`src/rtl/idli_decode_buf_m.sv`:
```
// idli_decode_buf_m: assembles SQI beats into 16b words, tags immediates and
// queues them in a small FIFO for the decoder.
module idli_decode_buf_m #(
    parameter int LANE_W = 4,
    parameter int DEPTH  = 2,
    parameter int CNT_W  = $clog2(DEPTH + 1)
) (
    input  logic              i_db_gck,
    input  logic              i_db_rst,
    input  logic [LANE_W-1:0] i_db_lane,
    input  logic              i_db_lane_vld,
    input  logic              i_db_flush,
    input  logic              i_db_pop,
    output logic [15:0]       o_db_enc,
    output logic              o_db_vld,
    output logic              o_db_imm,
    output logic [CNT_W-1:0]  o_db_cnt,
    output logic              o_db_rdy,
    output logic              o_db_ovf
);
    localparam int BEATS = 16 / LANE_W;
    localparam int BW    = $clog2(BEATS);
    localparam int PW    = DEPTH > 1 ? $clog2(DEPTH) : 1;

    logic [BW-1:0]      beat;
    logic [15-LANE_W:0] part;
    logic               imm_pend;
    logic [16:0]        mem [DEPTH];
    logic [PW-1:0]      rd, wr, hd;
    logic [CNT_W-1:0]   cnt;
    logic               ovf;
    logic [15:0]        word;
    logic               done, full, pop_ok, push, set_pend;

    function automatic logic [PW-1:0] inc(input logic [PW-1:0] p);
        return p == PW'(DEPTH - 1) ? '0 : p + 1'b1;
    endfunction

    function automatic logic [PW-1:0] dec(input logic [PW-1:0] p);
        return p == '0 ? PW'(DEPTH - 1) : p - 1'b1;
    endfunction

    assign word     = {part, i_db_lane};
    assign done     = i_db_lane_vld && beat == BW'(BEATS - 1);
    assign full     = cnt == CNT_W'(DEPTH);
    assign pop_ok   = i_db_pop && cnt != '0;
    assign push     = done && (!full || pop_ok);
    assign set_pend = !imm_pend && word[3:0] == 4'hF && word[15:13] != 3'b100 &&
                      !(word[15:12] == 4'b1101 && !word[4]);

    // When empty, show the entry just behind the read pointer so the last word holds
    assign hd       = cnt != '0 ? rd : dec(rd);
    assign o_db_enc = mem[hd][15:0];
    assign o_db_vld = cnt != '0;
    assign o_db_imm = o_db_vld && mem[hd][16];
    assign o_db_cnt = cnt;
    assign o_db_rdy = !full;
    assign o_db_ovf = ovf;

    always_ff @(posedge i_db_gck or posedge i_db_rst) begin
        if (i_db_rst) begin
            beat     <= '0;
            part     <= '0;
            imm_pend <= 1'b0;
            rd       <= '0;
            wr       <= '0;
            cnt      <= '0;
            ovf      <= 1'b0;
            for (int i = 0; i < DEPTH; i++) mem[i] <= '0;
        end else if (i_db_flush) begin
            beat     <= '0;
            imm_pend <= 1'b0;
            cnt      <= '0;
            ovf      <= 1'b0;
            // Step past the visible head so the empty-hold view keeps showing it
            if (cnt != '0) begin
                rd <= inc(rd);
                wr <= inc(rd);
            end
        end else begin
            if (i_db_lane_vld) begin
                beat <= done ? '0 : beat + 1'b1;
                part <= word[15-LANE_W:0];
            end
            if (done) imm_pend <= set_pend;
            if (push) begin
                mem[wr] <= {imm_pend, word};
                wr      <= inc(wr);
            end
            if (pop_ok) rd <= inc(rd);
            cnt <= cnt + CNT_W'(push) - CNT_W'(pop_ok);
            if (done && !push) ovf <= 1'b1;
        end
    end
endmodule

```
`config.mk`:
```
export PLATFORM = sky130hd
export DESIGN_NAME = idli_decode_buf_m
export DESIGN_NICKNAME = d
export VERILOG_FILES = /design/src/rtl/idli_decode_buf_m.sv
export SDC_FILE = /design/constraint.sdc
export NUM_CORES = 1
export LEC_CHECK = 0
export ABC_AREA = 1
export BUFFER_PORTS_ARGS = -buffer_cell sky130_fd_sc_hd__buf_4
export CAP_MARGIN = 20
export CORE_MARGIN = 4
export CORE_UTILIZATION = 30
export DETAILED_ROUTE_END_ITERATION = 16
export GPL_ROUTABILITY_DRIVEN = 0
export PLACE_DENSITY = 0.44
export SLEW_MARGIN = 40
export SYNTH_ARGS = -nofsm -noshare
export SYNTH_HDL_FRONTEND = slang
export SYNTH_SLANG_ARGS = --single-unit
```
`constraint.sdc`:
```
create_clock -name i_db_gck -period 1.95 [get_ports i_db_gck]
set_clock_uncertainty 0.05 [all_clocks]
set_input_delay 0.0975 -clock i_db_gck [delete_from_list [all_inputs] [get_ports i_db_gck]]
set_output_delay 0.0975 -clock i_db_gck [all_outputs]
set_load 0.05 [all_outputs]
```
* Word-level counts from Yosys, hierarchy flattened
Cells that the tools add are included.
** Word-level totals
- Memory bits (writable) :: 0
- Memories kept :: 0
- Output and inout bits :: 22
- Bits in latches :: 0
- Register bits after elaboration :: 54
- Bits in read-only memories :: 0
- Logic and storage cells :: 76
** Cells by class
- Bitwise logic cells :: 3
- Multipliers :: 0
- $add $sub $neg :: 6
- Shift-type cells :: 0
- Multiplexer cells :: 23
- Div/mod/pow operators :: 0
- Magnitude comparators :: 3
- Eq/ne operators :: 6
- Reduce and logical (&&, ||, !) cells :: 26
** Operators with widths (number)
- $mux W17 :: 4
- $bwmux W34 :: 1
- $demux W17 S1 :: 1
- $mux W1 :: 13
- $reduce_bool A2 Y1 :: 6
- $logic_and A1 B1 Y1 :: 10
- $eq A4 B4 Y1 const B :: 2
- $mux W2 :: 4
- $reduce_and A2 Y1 :: 4
- $logic_not A1 Y1 :: 5
- $eq A2 B2 Y1 const B :: 2
- $ge A2 B2 Y1 const B :: 2
- $not A1 Y2 :: 2
- $ne A3 B3 Y1 const B :: 1
- $add A1 B1 Y1 const B :: 2
- $add A2 B1 Y2 :: 1
- $add A2 B1 Y2 const B :: 1
- $lt A2 B1 Y1 const B :: 1
- $ne A2 B1 Y1 const B :: 1
- $sub A2 B1 Y2 :: 1
- $logic_or A1 B1 Y1 :: 1
- $not A1 Y1 :: 1
- $sub A1 B1 Y1 const B :: 1

* Longest topological paths before layout
Gate-level depths: netlist of the first run.
- Depth after elaboration :: 8
- Mapped depth :: 10
- Depth with buffers taken out :: 10

* Worst setup path after synthesis of the first run
Ideal clock, no wire load.
- Kind :: reg2out
- Start :: register cnt[1] (netlist: o_db_cnt[1])
- End :: output o_db_imm
- Cell stages (with the launch flop) :: 5
- Path buffers :: 0
- Arrival :: 2.169 ns
- Path slack :: -0.367 ns
- Required time :: 1.803 ns
- Path through :: dfrtp_1 nor2_4 inv_1 o21ai_0 a21oi_1
** On the way
- Word-level cells in the longest chain between the ends :: 7
** RTL lines
- start: declaration :: line 30 : logic [CNT_W-1:0] cnt;
- start signal: assignment :: line 91 : cnt <= cnt + CNT_W'(push) - CNT_W'(pop_ok);
- $reduce_bool A2 Y1 (*) :: line 54 : assign o_db_vld = cnt != '0;
- via o_db_vld :: line 15 : output logic o_db_vld,
- $mux W1 :: line 52 : assign hd = cnt != '0 ? rd : dec(rd);
- $not A1 Y2 (implied by the code) :: line 55 : assign o_db_imm = o_db_vld && mem[hd][16];
- $mux W17 (implied by the code) (3 in series) :: line 55
- $logic_and A1 B1 Y1 (*) :: line 55
- end: declaration :: line 16 : output logic o_db_imm,
The timed path passes the listed nets; every way through them passes the cells marked *. The select of a mux whose other input is x is not followed.

* Final worst setup path of the first run
- Start :: register cnt[0] (netlist: o_db_cnt[0])
- End :: output o_db_enc[14]
** On the way
- Word-level cells in the longest chain between the ends :: 6
** RTL lines
- $reduce_bool A2 Y1 :: line 52
- $mux W1 :: line 52
- $not A1 Y2 (implied by the code) :: line 53 : assign o_db_enc = mem[hd][15:0];
- $mux W17 (3 in series)
- end: declaration :: line 14 : output logic [15:0] o_db_enc,
Every way passes these cells. The select of a mux whose other input is x is not followed.

==> flow_summary.yaml, run 1 <==
setup_path:
  max_stage_delay_ns: 0.45
  r2r-start: "o_db_cnt[0]"
  critical_path_class: "reg2out"
  crit_arrival_ns: 1.73
  crit_chain: "nor2_4 > xnor2_4 > buf_6 > buf_4 > buf_4 > o21ai_2 > buf_6"
  r2r_setup_slack_ns: 0.25
  rr_worst_depth: 7
  critPathRequiredTime_ns: 1.80
  critPathMaxFanout: 4
  cp-end-kind: "primary output"
  critical-path-slowest-cell: "dfrtp_2"
  crit_path_start_kind: "flip-flop"
  r2r_end: "mem[32]"
finish:
  utilization_pct: 38.0
  seq_area_mm2: 0.00135
  mostFrequentLayoutCells: "101 x nand2_1, 52 x dfrtp_1, 41 x inv_1"
  layout_commonest_cell: "nand2_1"
  multi_input_area_mm2: 0.00109
  n_fill_cell: 913
  area_growth_pct: 23.1
  diodes: 0
  drive_gt1_share_pct: 31.4
  nets: 358
  instances_no_fill: 455
  stdcell_area_mm2: 0.00333
min_path:
  hold_depth: 3
  hp-class: "in2reg"
  holdPathEnd: "beat[1]"
  min-delay-start: "i_db_lane_vld"
power_and_ir_drop:
  power_density_mw_per_mm2: 1360
  switching_share_pct: 40.9
  pwr-share-seq_pct: 31.4
  p_int_uw: 2670
  clkPwrFrac_pct: 19.8
  vdd_drop_max_mv: 0.376
  cellLeakagePower_uw: 0.00165
  p_switching_uw: 1850
  p_total_uw: 4520
  combinationalPowerShare_pct: 48.8
logic_synthesis:
  ys_warn_count: 0
  yosysSeqAreaShare_pct: 50.0
  syn-num-nets: 311
  synth_top_area_cell: "dfrtp_1"
  synth_cells: 299
  yosys_register_bits: 54
  syn-cell-area_mm2: 0.00271
  synth.distinct_cells: 26
  synth_top_cell_area_share_pct: 50.0
  syn_avg_cell_area_um2: 9.05
  synth_area_leaders: "dfrtp_1 50%, nand2_1 14%, o21ai_2 11%"
placed_design:
  hpwlAfterDp_um: 3730
  io_buffer_count: 30
  placed_area_mm2: 0.00305
  place.detailed.instances: 433
clocking:
  cts_buffers: 5
  clk_latency_ns: 0.31
  cts.path.max_buffers: 2
  htree_levels: 2
  clk_pin_slew_ns: 0.09
  cts_root_buf: "clkbuf_8"
  cts_tree: "built"
  cts.sinks: 54
global_routing:
  grt_usage_pct: 11.8
  grt_max_degree: 55
  grt_pass1_wl_um: 9730
  overflow: 0
  antenna_found_initial: 0
  first_global_vias: 2018
routing:
  first_pass_iters: 4
  wl_um: 5580
  drc: 0
  drt_iter0_markers: 42
  vias_per_cell: 4.35
  vias: 1979
  wl_per_cell_um: 12.3
  antenna_left: 0
timing:
  min_period_ns: 1.87
  slew_headroom_pct: 68.4
  whs_ns: 0.0226
  hold_violations: 0
  setup_viol: 0
  slew_viol_final: 0
  fmax_mhz: 534
  worstMarginPinSlew_ns: 0.474
  finalCritPeriodShare_pct: 96.0
die:
  ioPinCount: 31
  dieArea_mm2: 0.0106
  start_util_pct: 30.9
  dieHeight_um: 103
  die_w_um: 103
  rows: 34
  coreArea_mm2: 0.00876
run_status:
  outcome: "completed"
run:
  drv_cap: 0
==> registers in the layout (all words and copies together) (netlist names) <==
| register | count |
|---|---|
| beat | 2 |
| imm_pend | 1 |
| mem | 34 |
| o_db_cnt | 2 |
| o_db_ovf | 1 |
| part | 12 |
| rd | 1 |
| wr | 1 |
==> worst max-delay path by stage <==
stage	startpoint	end	slack, ns	cells after the start
6_report	o_db_cnt[0]	o_db_enc[14]	0.08	7
5_1_grt	o_db_cnt[0]	o_db_enc[14]	-0.005	7
4_1_cts	o_db_cnt[1]	o_db_enc[4]	0.003	7
3_5_place_dp	o_db_cnt[0]	o_db_enc[12]	0.14	6
3_3_place_gp	o_db_cnt[1]	o_db_enc[11]	0.20	6
2_1_floorplan	o_db_cnt[0]	o_db_imm	0.03	4
==> power groups by stage <==
| stage | clock, uW | combinational (uW) | sequential, uW |
|---|---|---|---|
| after detailed placement | 0 | 1910 | 1450 |
| after floorplan | 0 | 1410 | 1490 |
| after global placement | 0 | 1880 | 1450 |
| final | 892 | 2200 | 1420 |
| after global routing | 969 | 2410 | 1450 |
| after CTS | 932 | 2170 | 1430 |
==> per-layer routing <==
| layer | wire length (um) | share of wire (%) | vias to the layer above | track usage [%] |
|---|---|---|---|---|
| met2 | 2670 | 48 | 21 | 19.4 |
| met4 | 44 | 0.79 | 0 | 2.69 |
| met3 | 138 | 2.5 | 2 | 2.30 |
| met1 | 2720 | 49 | 939 | 16.0 |
| met5 | 0 | 0 | - | 0 |
| li1 | - | - | 1017 | - |
==> timing repair <==
action	in CTS	in global routing
endpoints found under the setup margin	16	11
pin swaps	2	3
hold endpoints to repair	60	0
hold buffers	6	0
cloned	0	0
buffers inserted	6	2
resized for setup	4	3
==> synth_stat cells <==
| library cell | number |
|---|---|
| nand2_2 | 9 |
| clkinv_4 | 1 |
| o21ai_0 | 18 |
| dfrtp_1 | 54 |
| nor2_4 | 1 |
| buf_8 | 1 |
| nand3_4 | 2 |
| nand3_1 | 3 |
| inv_2 | 2 |
| o21ai_2 | 33 |
| nor2_1 | 9 |
| nor2_8 | 1 |
| xor2_1 | 2 |
| inv_1 | 42 |
| xnor2_4 | 1 |
| ha_1 | 3 |
| nand3b_4 | 1 |
| buf_4 | 1 |
| nand4_4 | 1 |
| or2_2 | 1 |
| clkbuf_1 | 1 |
| buf_6 | 6 |
| buf_2 | 1 |
| nand2_1 | 101 |
| nand4_1 | 1 |
| a21oi_1 | 3 |
==> cells by family (layout without fill, tap and decap cells) <==
| kind of cell | Yosys count | count (layout) | synth area share, % |
|---|---|---|---|
| AO/OA/AOI/OAI | 54 | 54 | 14.6 |
| adder cells (fa/ha/maj) | 3 | 3 | 1.39 |
| AND/OR/NAND/NOR | 130 | 130 | 22.3 |
| buffers and inverters | 55 | 103 | 10.1 |
| flip-flops | 54 | 54 | 50.0 |
| XOR/XNOR | 3 | 3 | 1.67 |
==> per-stage QoR <==
step                setup TNS, ns  setup slack, ns
finish                          0           0.0771
global route             -0.00536         -0.00536
CTS                             0          0.00302
detailed placement              0            0.143
global placement                0            0.198
floorplan                       0           0.0297
==> final cells by class <==
cell class	count	area share (%)
Clock buffer	5	2.07
Clock inverter	3	2.07
Inverter	45	5.22
Multi-Input combinational cell	190	32.8
Sequential cell	54	40.6
Tap cell	108	4.06
Timing Repair Buffer	50	13.1
==> worst max-delay path, delay by kind of cell (launching register included) <==
family          cells  cell delay [ns]
buf+inv             4             0.57
simple gates        1             0.18
xor+xnor            1             0.09
compound gates      1             0.13
flops               1             0.45
(Power assumes the default switching activity.)
==> run 2: changes to the inputs <==
- CORE_UTILIZATION: 30 -> 35
- PLACE_DENSITY: 0.44 -> 0.49
==> run 2 against run 1 <==
- total power fell by 2.1%
- cell area decreased by 1.2%
- via count shrank 0.76%
- register-to-register slack improved by 0.05 ns
- highest routed layer unchanged
- largest power group unchanged
- critical path type unchanged
- sequential share of layout area rose by 0.46 points
- critical path depth decreased by 1
- flip-flop and latch count did not move
- first-iteration DRC count is 57% higher
- die area is 13% lower
- combinational power shrank 4%
==> flow_summary.yaml, run 2 (synthesis gave the netlist of run 1 again) <==
clocking:
  cts_root_buf: "clkbuf_8"
  htree_levels: 2
  cts.path.max_buffers: 2
  clk_pin_slew_ns: 0.09
  cts.sinks: 54
  cts_tree: "built"
  clk_latency_ns: 0.31
  cts_buffers: 5
setup_path:
  r2r_setup_slack_ns: 0.30
  cp-startpoint: "o_db_cnt[0]"
  critPathRequiredTime_ns: 1.80
  crit_path_start_kind: "flip-flop"
  cpMostUsedCell: "buf_4"
  max_stage_delay_ns: 0.42
  cp_num_buf_inv: 3
  crit_arrival_ns: 1.66
  rr_worst_depth: 7
  critPathMaxFanout: 17
  cpLargestDelayFamily: "buffers and inverters"
  r2r_end: "mem[30]"
  crit_chain: "nor2_4 > xnor2_4 > buf_8 > buf_4 > o21ai_2 > buf_4"
  critical-path-slowest-cell: "dfrtp_1"
  r2r-start: "o_db_cnt[0]"
  cp-end-kind: "primary output"
  critical_path_class: "reg2out"
finish:
  mostFrequentLayoutCells: "101 x nand2_1, 53 x dfrtp_1, 42 x buf_4"
  area_growth_pct: 21.6
  utilization_pct: 44.7
  largest_reg_flops: 34
  drive_gt1_share_pct: 31.1
  diodes: 0
  layout_commonest_cell: "nand2_1"
  instances_no_fill: 446
  top_regs: "mem (34), part (12)"
  nets: 358
  regMostFlops: "mem"
global_routing:
  grt_max_degree: 35
  top_usage_layer: "met2"
  use_met3_pct: 2.66
  use_met1_pct: 18.7
  use_met2_pct: 22.6
  antenna_found_initial: 0
  grt_pass1_wl_um: 9820
  grt_usage_pct: 13.7
  first_global_vias: 2048
  overflow: 0
die:
  start_util_pct: 36.7
  rows: 31
  ioPinCount: 31
  coreArea_mm2: 0.00737
  dieHeight_um: 95.9
  die_w_um: 95.9
  dieArea_mm2: 0.00920
routing:
  drt_iter0_markers: 66
  first_pass_iters: 4
  drc: 0
  antenna_left: 0
  vias_per_cell: 4.40
  wl_per_cell_um: 12.2
  wl_um: 5450
  vias: 1964
run_status:
  outcome: "completed"
run:
  drv_cap: 0
power_and_ir_drop:
  pwr-share-seq_pct: 31.9
  vdd_drop_max_mv: 0.524
  combinationalPowerShare_pct: 47.7
  clkPwrFrac_pct: 20.4
  cellLeakagePower_uw: 0.00165
  p_int_uw: 2590
  power_density_mw_per_mm2: 1340
  p_switching_uw: 1830
  p_total_uw: 4420
  switching_share_pct: 41.5
timing:
  rsz0062_at_grt: "false"
  setup_viol: 0
  fin_tns_setup_ns: 0
  fmax_mhz: 554
  slew_headroom_pct: 52.9
  min_period_ns: 1.81
  slew_viol_final: 0
  worstMarginPinSlew_ns: 0.705
  finalCritPeriodShare_pct: 92.6
  hold_violations: 0
placed_design:
  io_buffer_count: 30
  hpwlAfterDp_um: 3790
  place.detailed.instances: 428
min_path:
  holdPathEnd: "beat[1]"
  min-delay-start: "i_db_lane_vld"
  hp-class: "in2reg"
  hold_depth: 3
## run 2: area by class of cell
cell class / count / area, um^2
clock inverters: 3 / 68.8
well taps: 99 / 124
fillers: 761 / 4080
inverters: 45 / 174
flip-flops and latches: 54 / 1350
multi-input cells: 190 / 1090
clock buffers: 5 / 68.8
repair buffers: 50 / 410
## run 2: worst max path at each step
stage / to / slack (ns) / depth (start not counted)
floorplan: o_db_imm / 0.03 / 4
global placement: o_db_enc[7] / -0.009 / 4
detailed placement: o_db_enc[3] / 0.19 / 5
CTS: o_db_enc[7] / 0.12 / 6
global route: o_db_enc[4] / 0.04 / 6
finish: o_db_enc[3] / 0.14 / 6
## run 2: worst register-to-register path: cells and delay by family, from the launching register on
| family | cells | cell delay [ns] |
|---|---|---|
| buffers and inverters | 3 | 0.67 |
| and+or+nand+nor | 3 | 0.37 |
| AOI/OAI and AO/OA | 1 | 0.08 |
| DFF | 1 | 0.42 |
## run 2: stage by stage
stage	setup slack [ns]	area [um^2]	hold WS [ns]
floorplan	0.0297	2720	0.113
global placement	-0.00855	3050	0.135
detailed placement	0.187	3060	0.137
CTS	0.117	3290	0.0205
global route	0.0438	3290	0.0453
finish	0.145	3290	0.0349
## run 2: metal layers
layer | share of wire (%) | wire length (um) | vias to the layer above
met1 | 49 | 2670 | 921
met5 | 0 | 0 | -
li1 | - | - | 1016
met2 | 48 | 2600 | 23
met4 | 0.86 | 47 | 0
met3 | 2.6 | 140 | 4
## run 2: timing repair
action / CTS / global route
endpoints found under the setup margin: 10 / 0
resized for setup: 0 / 0
hold buffers: 6 / 0
hold endpoints to repair: 27 / 0
buffers inserted: 4 / 0
## run 2: power by group through the flow
stage | sequential [uW] | combinational, uW | clock (uW)
2_1_floorplan | 1490 | 1410 | 0
3_3_place_gp | 1430 | 1860 | 0
3_5_place_dp | 1440 | 1970 | 0
4_1_cts | 1410 | 2150 | 924
5_1_grt | 1440 | 2320 | 976
6_report | 1410 | 2110 | 903
==> run 3: changes to the inputs <==
- BUFFER_PORTS_ARGS: -buffer_cell sky130_fd_sc_hd__buf_4 -> -buffer_cell sky130_fd_sc_hd__buf_2
- CORE_ASPECT_RATIO: unset -> 2
- CTS_BUF_LIST: unset -> sky130_fd_sc_hd__clkbuf_8
==> run 3 against run 2 <==
- flip-flop and latch count is the same
- worst setup slack got worse by 0.065 ns
- combinational power is 14% higher
- sequential share of layout area is essentially flat
- die area up 0.93%
- hold slack is essentially flat
- cell area stayed put
- total power grew 3.5%
- wire length grew 3.9%
- critical path type unchanged
- clock power fell by 17%
- clock-buffer cell count did not move
- largest power group unchanged
==> flow_summary.yaml, run 3 (synthesis gave the netlist of run 1 again) <==
timing:
  slew_headroom_pct: 67.1
  rsz0062_at_grt: "true"
  setup_viol: 0
  min_period_ns: 1.87
  slew_viol_final: 0
  hold_violations: 0
  worstMarginPinSlew_ns: 0.494
  finalCritPeriodShare_pct: 95.9
  fmax_mhz: 535
die:
  start_util_pct: 35.9
  die_w_um: 70.2
  coreArea_mm2: 0.00754
  rows: 45
  dieArea_mm2: 0.00928
  dieHeight_um: 132
  ioPinCount: 31
clocking:
  cts_buffers: 5
  cts.path.max_buffers: 2
  htree_levels: 2
  clk_pin_slew_ns: 0.10
  cts.sinks: 54
  clk_latency_ns: 0.31
  cts_root_buf: "clkbuf_8"
  cts_tree: "built"
setup_path:
  rr_worst_depth: 7
  r2r_end: "mem[24]"
  critical-path-slowest-cell: "dfrtp_2"
  cpLargestDelayFamily: "buffers and inverters"
  cp-end-kind: "primary output"
  cp_num_buf_inv: 3
  critPathMaxFanout: 10
  crit_arrival_ns: 1.72
  critPathRequiredTime_ns: 1.80
  max_stage_delay_ns: 0.46
  r2r-start: "beat[0]"
  r2r_setup_slack_ns: 0.29
  cpMostUsedCell: "buf_12"
  critical_path_class: "reg2out"
  crit_path_start_kind: "flip-flop"
  crit_chain: "nor2_4 > xnor2_4 > buf_12 > buf_12 > nand2_1 > o21ai_2 > buf_6"
routing:
  wl_per_cell_um: 12.9
  vias_per_cell: 4.56
  wl_um: 5670
  drt_iter0_markers: 48
  first_pass_iters: 4
  antenna_left: 0
  drc: 0
  vias: 2011
min_path:
  min-delay-start: "i_db_lane_vld"
  holdPathEnd: "beat[1]"
  hp-class: "in2reg"
  hold_depth: 3
placed_design:
  hpwlAfterDp_um: 3860
  placed_area_mm2: 0.00298
  place.detailed.instances: 420
  io_buffer_count: 30
finish:
  instances_no_fill: 441
  utilization_pct: 43.6
  regMostFlops: "mem"
  drive_gt1_share_pct: 31.1
  mostFrequentLayoutCells: "101 x nand2_1, 52 x dfrtp_1, 42 x inv_1"
  n_fill_cell: 789
  stdcell_area_mm2: 0.00329
  top_regs: "mem (34), part (12)"
  largest_reg_flops: 34
  diodes: 0
  layout_commonest_cell: "nand2_1"
  nets: 358
  area_growth_pct: 21.6
global_routing:
  grt_usage_pct: 12.9
  overflow: 0
  grt_pass1_wl_um: 9400
  antenna_found_initial: 0
  grt_max_degree: 37
  first_global_vias: 1930
power_and_ir_drop:
  power_density_mw_per_mm2: 1390
  cellLeakagePower_uw: 0.00165
  vdd_drop_max_mv: 0.748
run:
  drv_cap: 0
run_status:
  outcome: "completed"
## run 3: timing repair
action,CTS,global route
buffers inserted,3,3
resized for setup,14,8
endpoints found under the hold margin,25,0
setup endpoints to repair,14,16
hold buffers,6,0
pin swaps,1,2
gates cloned,0,1
## run 3: worst reg2reg max path: cells and delay by family, from the launching register on
family / cells / cell delay [ns]
buf+inv: 2 / 0.53
compound gates: 1 / 0.08
fa+ha+maj: 1 / 0.20
simple gates: 3 / 0.34
flops: 1 / 0.39
## run 3: cell type report
class                   count  area [um^2]  share of cell area, %
flip-flops and latches     54         1350                   41.1
multi-input cells         190         1090                   33.2
repair buffers             50          443                   13.5
inverters                  45          174                   5.29
well taps                  94          118                   3.57
clock buffers               5         68.8                   2.09
clock inverters             3         41.3                   1.25
## run 3: per-stage QoR
step                      power [uW]  setup WS [ns]  hold WS [ns]  setup TNS (ns)
after CTS                       4300         0.0138        0.0219               0
after floorplan                 2900         0.0297         0.113               0
final                           4580         0.0796        0.0353               0
after detailed placement        3360          0.213        0.0885               0
after global placement          3340          0.236        0.0887               0
after global routing            4870        -0.0101        0.0378         -0.0314
## run 3: metal layers
layer,global-route usage (%),vias up,routed length [um]
met1,15.2,958,2430
li1,-,1010,-
met4,5.22,0,116
met3,3.21,8,206
met2,22.3,35,2920
met5,0,-,0
## run 3: power by group
part,total (uW),internal (uW),switching (uW),leakage [uW]
logic,2410,1020,1380,0.000865
clock network,749,378,371,0.0000556
registers,1420,1280,142,0.000725
## run 3: worst max path at each step
stage | from | end | slack (ns) | cells past startpoint
finish | o_db_cnt[1] | o_db_enc[6] | 0.08 | 7
floorplan | o_db_cnt[0] | o_db_imm | 0.03 | 4
CTS | o_db_cnt[1] | o_db_enc[15] | 0.01 | 6
global route | o_db_cnt[1] | o_db_enc[11] | -0.01 | 7
global placement | o_db_cnt[1] | o_db_enc[6] | 0.24 | 6
detailed placement | o_db_cnt[1] | o_db_enc[6] | 0.21 | 6
